==> config.mk <==
export PLATFORM = sky130hd
export DESIGN_NAME = decoder_pipe
export DESIGN_NICKNAME = d
export VERILOG_FILES = /design/src/rtl/decoder_pipe.sv
export SDC_FILE = /design/constraint.sdc
export NUM_CORES = 1
export LEC_CHECK = 0
export BUFFER_PORTS_ARGS = -buffer_cell sky130_fd_sc_hd__buf_2
export CAP_MARGIN = 20
export CELL_PAD_IN_SITES_DETAIL_PLACEMENT = 1
export CELL_PAD_IN_SITES_GLOBAL_PLACEMENT = 1
export CORE_MARGIN = 2
export CORE_UTILIZATION = 31
export CTS_CLUSTER_SIZE = 25
export DETAILED_ROUTE_END_ITERATION = 7
export MAX_ROUTING_LAYER = met4
export PLACE_DENSITY = 0.77
export SYNTH_ARGS = -nofsm -noshare
export SYNTH_HDL_FRONTEND = slang
export SYNTH_SLANG_ARGS = --single-unit
==> constraint.sdc <==
create_clock -name clk -period 2.1 [get_ports clk]
set_clock_uncertainty 0.15 [all_clocks]
set_input_delay 0.315 -clock clk [delete_from_list [all_inputs] [get_ports clk]]
set_output_delay 0.315 -clock clk [all_outputs]
set_load 0.03 [all_outputs]
==> src/rtl/decoder_pipe.sv <==
// Registered MIPS instruction-decode stage with valid/ready flow control.
// Adds a HI/LO interlock that stalls multiplier-class instructions while a mult is in flight.
module decoder_pipe #(
  parameter int INSTR_W    = 32,
  parameter int REG_W      = 5,
  parameter int ALUCTRL_W  = 3,
  parameter int MUL_CYCLES = 4,
  parameter int LINK_REG   = 31
) (
  input  logic                 clk,
  input  logic                 reset_n,
  input  logic                 in_valid,
  output logic                 in_ready,
  input  logic [INSTR_W-1:0]   instr,
  output logic                 out_valid,
  input  logic                 out_ready,
  output logic                 memtoreg,
  output logic                 memwrite,
  output logic                 isbranch,
  output logic                 branchne,
  output logic                 alusrcbimm,
  output logic                 immzext,
  output logic                 immupper,
  output logic [REG_W-1:0]     destreg,
  output logic                 regwrite,
  output logic                 dojump,
  output logic [ALUCTRL_W-1:0] alucontrol,
  output logic                 illegal
);

  // A zero-cycle multiplier still needs a 1-bit counter so the logic stays well-formed.
  localparam int CNT_W = (MUL_CYCLES > 0) ? $clog2(MUL_CYCLES + 1) : 1;
  localparam logic [CNT_W-1:0] MUL_LOAD = CNT_W'(MUL_CYCLES);

  localparam logic [5:0] OP_RTYPE = 6'h00;
  localparam logic [5:0] OP_J     = 6'h02;
  localparam logic [5:0] OP_JAL   = 6'h03;
  localparam logic [5:0] OP_BEQ   = 6'h04;
  localparam logic [5:0] OP_BNE   = 6'h05;
  localparam logic [5:0] OP_ADDIU = 6'h09;
  localparam logic [5:0] OP_ORI   = 6'h0D;
  localparam logic [5:0] OP_LUI   = 6'h0F;
  localparam logic [5:0] OP_LW    = 6'h23;
  localparam logic [5:0] OP_SW    = 6'h2B;

  localparam logic [5:0] FN_MFHI  = 6'h10;
  localparam logic [5:0] FN_MFLO  = 6'h12;
  localparam logic [5:0] FN_MULT  = 6'h18;
  localparam logic [5:0] FN_MULTU = 6'h19;
  localparam logic [5:0] FN_ADDU  = 6'h21;
  localparam logic [5:0] FN_SUBU  = 6'h23;
  localparam logic [5:0] FN_AND   = 6'h24;
  localparam logic [5:0] FN_OR    = 6'h25;
  localparam logic [5:0] FN_SLT   = 6'h2A;

  localparam logic [ALUCTRL_W-1:0] ALU_SLT  = ALUCTRL_W'(0);
  localparam logic [ALUCTRL_W-1:0] ALU_SUB  = ALUCTRL_W'(1);
  localparam logic [ALUCTRL_W-1:0] ALU_MFLO = ALUCTRL_W'(2);
  localparam logic [ALUCTRL_W-1:0] ALU_MFHI = ALUCTRL_W'(3);
  localparam logic [ALUCTRL_W-1:0] ALU_MUL  = ALUCTRL_W'(4);
  localparam logic [ALUCTRL_W-1:0] ALU_ADD  = ALUCTRL_W'(5);
  localparam logic [ALUCTRL_W-1:0] ALU_OR   = ALUCTRL_W'(6);
  localparam logic [ALUCTRL_W-1:0] ALU_AND  = ALUCTRL_W'(7);

  typedef struct packed {
    logic                 memtoreg;
    logic                 memwrite;
    logic                 isbranch;
    logic                 branchne;
    logic                 alusrcbimm;
    logic                 immzext;
    logic                 immupper;
    logic [REG_W-1:0]     destreg;
    logic                 regwrite;
    logic                 dojump;
    logic [ALUCTRL_W-1:0] alucontrol;
    logic                 illegal;
  } ctrl_t;

  // Undefined encodings produce a harmless add with every side effect suppressed.
  function automatic ctrl_t illegal_ctrl();
    ctrl_t c;
    c            = '0;
    c.illegal    = 1'b1;
    c.alucontrol = ALU_ADD;
    return c;
  endfunction

  function automatic ctrl_t decode(input logic [5:0] op, input logic [5:0] fn,
                                   input logic [4:0] rt, input logic [4:0] rd);
    ctrl_t c;
    c = '0;
    case (op)
      OP_RTYPE: begin
        c.regwrite = 1'b1;
        c.destreg  = REG_W'(rd);
        case (fn)
          FN_ADDU:           c.alucontrol = ALU_ADD;
          FN_SUBU:           c.alucontrol = ALU_SUB;
          FN_AND:            c.alucontrol = ALU_AND;
          FN_OR:             c.alucontrol = ALU_OR;
          FN_SLT:            c.alucontrol = ALU_SLT;
          FN_MULT, FN_MULTU: c.alucontrol = ALU_MUL;
          FN_MFLO:           c.alucontrol = ALU_MFLO;
          FN_MFHI:           c.alucontrol = ALU_MFHI;
          default:           c = illegal_ctrl();
        endcase
      end
      OP_LW: begin
        c.regwrite   = 1'b1;
        c.memtoreg   = 1'b1;
        c.alusrcbimm = 1'b1;
        c.destreg    = REG_W'(rt);
        c.alucontrol = ALU_ADD;
      end
      OP_SW: begin
        c.memwrite   = 1'b1;
        c.alusrcbimm = 1'b1;
        c.alucontrol = ALU_ADD;
      end
      OP_ADDIU, OP_LUI, OP_ORI: begin
        c.regwrite   = 1'b1;
        c.alusrcbimm = 1'b1;
        c.destreg    = REG_W'(rt);
        c.immupper   = (op == OP_LUI);
        c.immzext    = (op == OP_ORI);
        c.alucontrol = (op == OP_ORI) ? ALU_OR : ALU_ADD;
      end
      OP_BEQ, OP_BNE: begin
        c.isbranch   = 1'b1;
        c.branchne   = op[0];
        c.alucontrol = ALU_SUB;
      end
      OP_J: begin
        c.dojump = 1'b1;
      end
      OP_JAL: begin
        c.dojump   = 1'b1;
        c.regwrite = 1'b1;
        c.destreg  = REG_W'(LINK_REG);
      end
      default: c = illegal_ctrl();
    endcase
    return c;
  endfunction

  logic [5:0]       op_p0;
  logic [5:0]       fn_p0;
  ctrl_t            ctrl_p0;
  logic             is_mult_p0;
  logic             is_hilo_p0;
  logic             hold;
  logic             accept;
  logic [CNT_W-1:0] mul_cnt;
  ctrl_t            ctrl_p1;
  logic             vld_p1;
  logic             unused_fields;

  assign op_p0         = instr[31:26];
  assign fn_p0         = instr[5:0];
  assign unused_fields = ^{instr[25:21], instr[10:6]};

  assign ctrl_p0    = decode(op_p0, fn_p0, instr[20:16], instr[15:11]);
  assign is_mult_p0 = (op_p0 == OP_RTYPE) && ((fn_p0 == FN_MULT) || (fn_p0 == FN_MULTU));
  assign is_hilo_p0 = is_mult_p0 ||
                      ((op_p0 == OP_RTYPE) && ((fn_p0 == FN_MFLO) || (fn_p0 == FN_MFHI)));

  // Only multiplier-class instructions wait on the counter; everything else flows past.
  assign hold     = in_valid && (mul_cnt != '0) && is_hilo_p0;
  assign in_ready = reset_n && (!vld_p1 || out_ready) && !hold;
  assign accept   = in_valid && in_ready;

  // ---- stage p0 -> p1: output register and interlock counter ----
  always_ff @(posedge clk) begin
    if (!reset_n) begin
      vld_p1  <= 1'b0;
      ctrl_p1 <= '0;
      mul_cnt <= '0;
    end else begin
      if (accept) begin
        vld_p1  <= 1'b1;
        ctrl_p1 <= ctrl_p0;
      end else if (out_ready) begin
        vld_p1  <= 1'b0;
      end

      if (accept && is_mult_p0) begin
        mul_cnt <= MUL_LOAD;
      end else if (mul_cnt != '0) begin
        mul_cnt <= mul_cnt - CNT_W'(1);
      end
    end
  end

  assign out_valid  = vld_p1;
  assign memtoreg   = ctrl_p1.memtoreg;
  assign memwrite   = ctrl_p1.memwrite;
  assign isbranch   = ctrl_p1.isbranch;
  assign branchne   = ctrl_p1.branchne;
  assign alusrcbimm = ctrl_p1.alusrcbimm;
  assign immzext    = ctrl_p1.immzext;
  assign immupper   = ctrl_p1.immupper;
  assign destreg    = ctrl_p1.destreg;
  assign regwrite   = ctrl_p1.regwrite;
  assign dojump     = ctrl_p1.dojump;
  assign alucontrol = ctrl_p1.alucontrol;
  assign illegal    = ctrl_p1.illegal;

endmodule

==> results.yml, run 1 <==
routing:
  dr.pass1.iters: 4
  wl_per_cell_um: 14.4
  vias_per_cell: 5.18
  num_vias: 1491
  drc: 0
  antenna_left: 0
  wl_um: 4150
  dr.first_iter.drc_count: 74
global_routing:
  met1_usage_pct: 23.5
  grt_antenna_before_repair: 0
  grt_busiest_layer: "met2"
  grt_pass1_wl_um: 6780
  met3_usage_pct: 0.985
  use_met2_pct: 26.4
  grt_max_degree: 17
  first_global_vias: 1421
  grtUsageTotal_pct: 17.0
  gr-total-overflow: 0
setup_path:
  slowest_stage: "dfxtp_1"
  worst-path-max-fanout: 2
  crit_start: "mul_cnt[0]"
  worstPathArrival_ps: 1570
  crit_required_ps: 1630
  end_kind: "primary output"
  path_cells: "inv_1 > ha_1 > nand2b_1 > and3_4 > buf_4 > a31oi_4 > buf_6"
  worst-r2r-setup-slack_ps: 170
  crit_buf_inv: 3
  startpoint_type: "flop"
  path_delay_family: "buffers and inverters"
  cpPeakStageDelay_ps: 320
  timing.rr.start: "mul_cnt[0]"
  worstSetupPathType: "flop to primary output"
timing:
  finalCritPeriodShare_pct: 96.7
  max_freq_ghz: 0.492
  worst_pin_slew_ps: 462
  maxSlewViolCount: 0
  setup_viol: 0
  slew_headroom_pct: 68.8
  period_minus_slack_ps: 2030
  hold_viol_final: 0
  whs_ps: 179
floorplanning:
  die_w_um: 71.8
  num_rows: 24
  fp.dieH_um: 71.8
  core-area_sq_um: 4380
  io_pins: 56
  die_area_sq_um: 5150
  start_util_pct: 32.5
synthesis:
  synth_flop_cell: "dfxtp_1"
  ys_types: 52
  synth-edff-count: 0
  ys_top_cells_by_count: "dfxtp_1, nand2_1, nor2_1, nand3_1, o211ai_1"
  synthCells: 176
  yosysTopAreaCellShare_pct: 30.9
  synth_top_area_cell: "dfxtp_1"
  syn_nets: 214
  syn_avg_cell_area_sq_um: 8.09
  netlist_area_sq_um: 1420
  synth_seq_cells: 22
  synth_most_common_cell: "dfxtp_1"
  synth-async-reset-ratio_pct: 0
  yosys-top-cells-area: "dfxtp_1, nand2_1, o211ai_1, a21boi_0, nand3_1"
  yosys_warnings: 0
  yosysSeqAreaShare_pct: 30.9
run_status:
  status: "completed"
cts:
  cts_tree: "yes"
  cts_buffers: 3
  clock-root-buffer: "clkbuf_8"
  postCtsSetupRepairBufs: 0
  hold_buffers: 0
  cts.sinks: 22
  cts.repair.resized: 2
  insertion_delay_ps: 270
  clkSlewWorstSetupHoldPaths_ps: 80
  cts_max_level: 1
  cts.path.max_buffers: 2
layout:
  drive_above_1_share_pct: 34.7
  n_antenna_cell: 0
  multiInputGateArea_sq_um: 930
  fillers: 569
  nNetsFinal: 276
  ff_latch_area_sq_um: 440
  syn2layout_area_growth_pct: 32.6
hold_path:
  hold_path.startpoint: "reset_n"
  hold_class: "primary input to flop"
power_and_ir_drop:
  peakVddDrop_v: 0.000241
  p_total_w: 0.00110
  power.density_nw_per_um2: 585
  power.leakage_nw: 0.812
placed_design:
  gp_routability_congestion: 0.893
  place_hpwl_um: 3350
  port_buffers: 45
flow_run:
  cap_violations: 0
report_power, final:
part           leakage [nW]  switching (W)  total, W  internal [W]
sequential            0.179      0.0000189  0.000471      0.000452
combinational         0.611       0.000198  0.000360      0.000162
clock                0.0216       0.000145  0.000274      0.000129
total                 0.812       0.000362   0.00110      0.000743
area by class of cell:
cell class | instances | share of cell area [%]
Clock buffer | 3 | 2.19
Multi-Input combinational cell | 138 | 49.2
Timing Repair Buffer | 65 | 20.2
Sequential cell | 22 | 23.3
Tap cell | 52 | 3.45
Inverter | 8 | 1.59
final timing paths:
check / to / depth (start not counted)
worst max-delay path: in_ready / 7
worst min-delay path: dojump / 2
worst max register to register: immupper / 8
worst min register to register: isbranch / 2
state kept, by name (all words and copies together) (netlist names):
register / count
alucontrol: 3
alusrcbimm: 1
branchne: 1
destreg: 5
dojump: 1
illegal: 1
immupper: 1
immzext: 1
isbranch: 1
memtoreg: 1
memwrite: 1
mul_cnt: 3
out_valid: 1
regwrite: 1
layout by cell type, fill, tap and decap left out, types with 3 or more instances in the layout:
| cell | n |
|---|---|
| o21ai_0 | 5 |
| buf_2 | 44 |
| nand2b_1 | 5 |
| or3_1 | 3 |
| nand2_1 | 21 |
| nor2_1 | 12 |
| nor3b_1 | 4 |
| buf_4 | 20 |
| a22o_1 | 5 |
| a21boi_0 | 7 |
| a21oi_1 | 7 |
| o211ai_1 | 9 |
| dfxtp_1 | 22 |
| clkbuf_8 | 3 |
| inv_1 | 8 |
| nand3_1 | 9 |
| nor3_1 | 3 |
| mux2i_1 | 3 |
| nor2b_1 | 4 |
kinds of logic after synthesis:
group	synth area share [%]
buf+inv	5.45
flops	30.9
mux	2.11
simple gates	32.3
xor+xnor	1.23
fa+ha+maj	1.76
compound gates	26.3
per-layer routing:
| layer | wire length (um) | share of wire [%] |
|---|---|---|
| met1 | 2050 | 49 |
| met3 | 152 | 3.7 |
| met4 | 61 | 1.5 |
| met5 | 0 | 0 |
| met2 | 1880 | 45 |
metrics by stage:
stage	area [sq um]	worst slack, ps	utilization, %	setup TNS (ps)	cells
global route	1890	-0.623	43.1	-0.623	288
detailed placement	1820	-65.7	41.4	-609	285
global placement	1820	-36.4	41.4	-164	285
CTS	1860	17.7	42.5	0	288
floorplan	1420	73.2	-	0	176
finish	1890	69.1	43.1	0	288
Note: power is estimated with default switching activity, not from simulation.
==> run 2: changes to the inputs <==
Settings changed: PLACE_DENSITY 0.77 to 0.8.
==> run 2 against run 1 <==
- sequential share of layout area rose by 0.35 points
- first-iteration DRC count fell by 15%
- largest cell class unchanged
- final cell count fell by 0.35%
- register-to-register slack is essentially flat
- non-clock buffer count shrank 2
- combinational power fell by 3%
- fmax grew 1.9%
- design area decreased by 1.5%
- critical path depth is 1 lower
- count of clock-buffer cells in the layout increased by 1
==> results.yml, run 2 (synthesis results as in run 1) <==
run_status:
  status: "completed"
power_and_ir_drop:
  switchingPower_w: 0.000361
  p_total_w: 0.00114
  power.density_nw_per_um2: 611
  power.leakage_nw: 0.808
  power_frac_clock_pct: 27.7
  power_frac_seq_pct: 41.5
  peakVddDrop_v: 0.000201
  p_int_w: 0.000775
  switching_share_pct: 31.8
  p_comb_share_pct: 30.8
timing:
  worst_pin_slew_ps: 484
  hold_viol_final: 0
  setup_viol: 0
  rsz0062_at_grt: "no"
  slew_headroom_pct: 67.4
  period_minus_slack_ps: 1990
  max_freq_ghz: 0.502
  whs_ps: 206
  maxSlewViolCount: 0
  finalCritPeriodShare_pct: 94.9
placed_design:
  port_buffers: 45
  place_hpwl_um: 3480
  gp_routability_congestion: 0.827
layout:
  nNetsFinal: 274
  layout_common_cells: "buf_2, dfxtp_1, nand2_1, buf_4, nor2_1"
  final_common_cell: "buf_2"
  syn2layout_area_growth_pct: 30.7
  largest_reg_flops: 5
  drive_above_1_share_pct: 33.6
  n_antenna_cell: 0
routing:
  dr.first_iter.drc_count: 63
  drc: 0
  vias_per_cell: 5.28
  dr.pass1.iters: 4
  antenna_left: 0
  wl_um: 4310
  wl_per_cell_um: 15.0
  num_vias: 1515
hold_path:
  hold_class: "primary input to flop"
  hold_path.startpoint: "reset_n"
floorplanning:
  fp.dieH_um: 71.8
  die_area_sq_um: 5150
  num_rows: 24
  core-area_sq_um: 4380
  start_util_pct: 32.5
  io_pins: 56
  die_w_um: 71.8
cts:
  clock-root-buffer: "clkbuf_8"
  insertion_delay_ps: 270
  cts.sinks: 22
  cts_buffers: 3
  postCtsSetupRepairBufs: 0
  cts.path.max_buffers: 2
  cts_tree: "yes"
  clkSlewWorstSetupHoldPaths_ps: 80
  cts_max_level: 1
setup_path:
  end_kind: "primary output"
  worstSetupPathType: "primary input to primary output"
  crit_start: "instr[29]"
  worstPathArrival_ps: 1530
  startpoint_type: "primary input"
  crit_required_ps: 1630
  worst-path-max-fanout: 6
  timing.rr.start: "mul_cnt[0]"
global_routing:
  grt_pass1_wl_um: 7340
  grtUsageTotal_pct: 18.3
  grt_antenna_before_repair: 0
  gr-total-overflow: 0
  grt_max_degree: 15
  first_global_vias: 1578
flow_run:
  cap_violations: 0
## run 2: cell count changes in the layout (fill, tap and decap cells not counted)
cell | previous run | this run
buf_6 | 1 | 0
a31oi_1 | 1 | 2
buf_4 | 20 | 18
a31oi_4 | 1 | 0
buf_2 | 44 | 45
and3_1 | 2 | 3
and3_4 | 1 | 0
clkbuf_8 | 3 | 4
## run 2: layer usage
| layer | share of wire (%) | track usage, % | vias up | wire [um] |
|---|---|---|---|---|
| li1 | - | - | 760 | - |
| met1 | 47 | 23.4 | 715 | 2030 |
| met2 | 48 | 30.2 | 33 | 2070 |
| met3 | 3.3 | 2.11 | 7 | 141 |
| met4 | 1.5 | 5.87 | 0 | 66 |
| met5 | 0 | - | - | 0 |
## run 2: cell type report
| type | count | area, sq um |
|---|---|---|
| clock buffer | 4 | 55.1 |
| multi-input combinational | 138 | 910 |
| sequential | 22 | 440 |
| inverter | 8 | 30.0 |
| timing repair buffer | 63 | 360 |
| fill | 542 | 2520 |
| tap | 52 | 65.1 |
## run 2: worst paths after layout
check / endpoint / slack [ps] / cells after the start
min reg2reg: isbranch / 310 / 2
max reg2reg: branchne / 180 / 9
min: alucontrol[0] / 210 / 2
max: in_ready / 110 / 6
## run 2: through the flow
stage | utilization, % | cell area [sq um] | worst slack (ps) | cells | setup TNS (ps)
floorplan | - | 1420 | 73.2 | 176 | 0
global placement | 41.1 | 1800 | -51.2 | 283 | -105
detailed placement | 41.1 | 1800 | -115 | 283 | -615
CTS | 42.4 | 1860 | 121 | 287 | 0
global route | 42.4 | 1860 | 25.6 | 287 | 0
finish | 42.4 | 1860 | 108 | 287 | 0
## run 2: repair_timing
item | in CTS | in global routing
setup endpoints to repair | 3 | 0
hold buffers | 0 | 0
gates resized for setup | 1 | 0
## run 2: critical path, stage by stage
cell,delay [ps]
buf_2,110
or4_4,560
nor2_1,120
buf_4,150
a31oi_1,90
buf_2,180
## run 2: power groups by stage
stage          logic [W]  registers [W]  clock network, W
2_1_floorplan   0.000201       0.000498                 0
3_5_place_dp    0.000351       0.000481                 0
5_1_grt         0.000389       0.000476          0.000335
6_report        0.000350       0.000471          0.000315
4_1_cts         0.000353       0.000472          0.000319
3_3_place_gp    0.000331       0.000480                 0
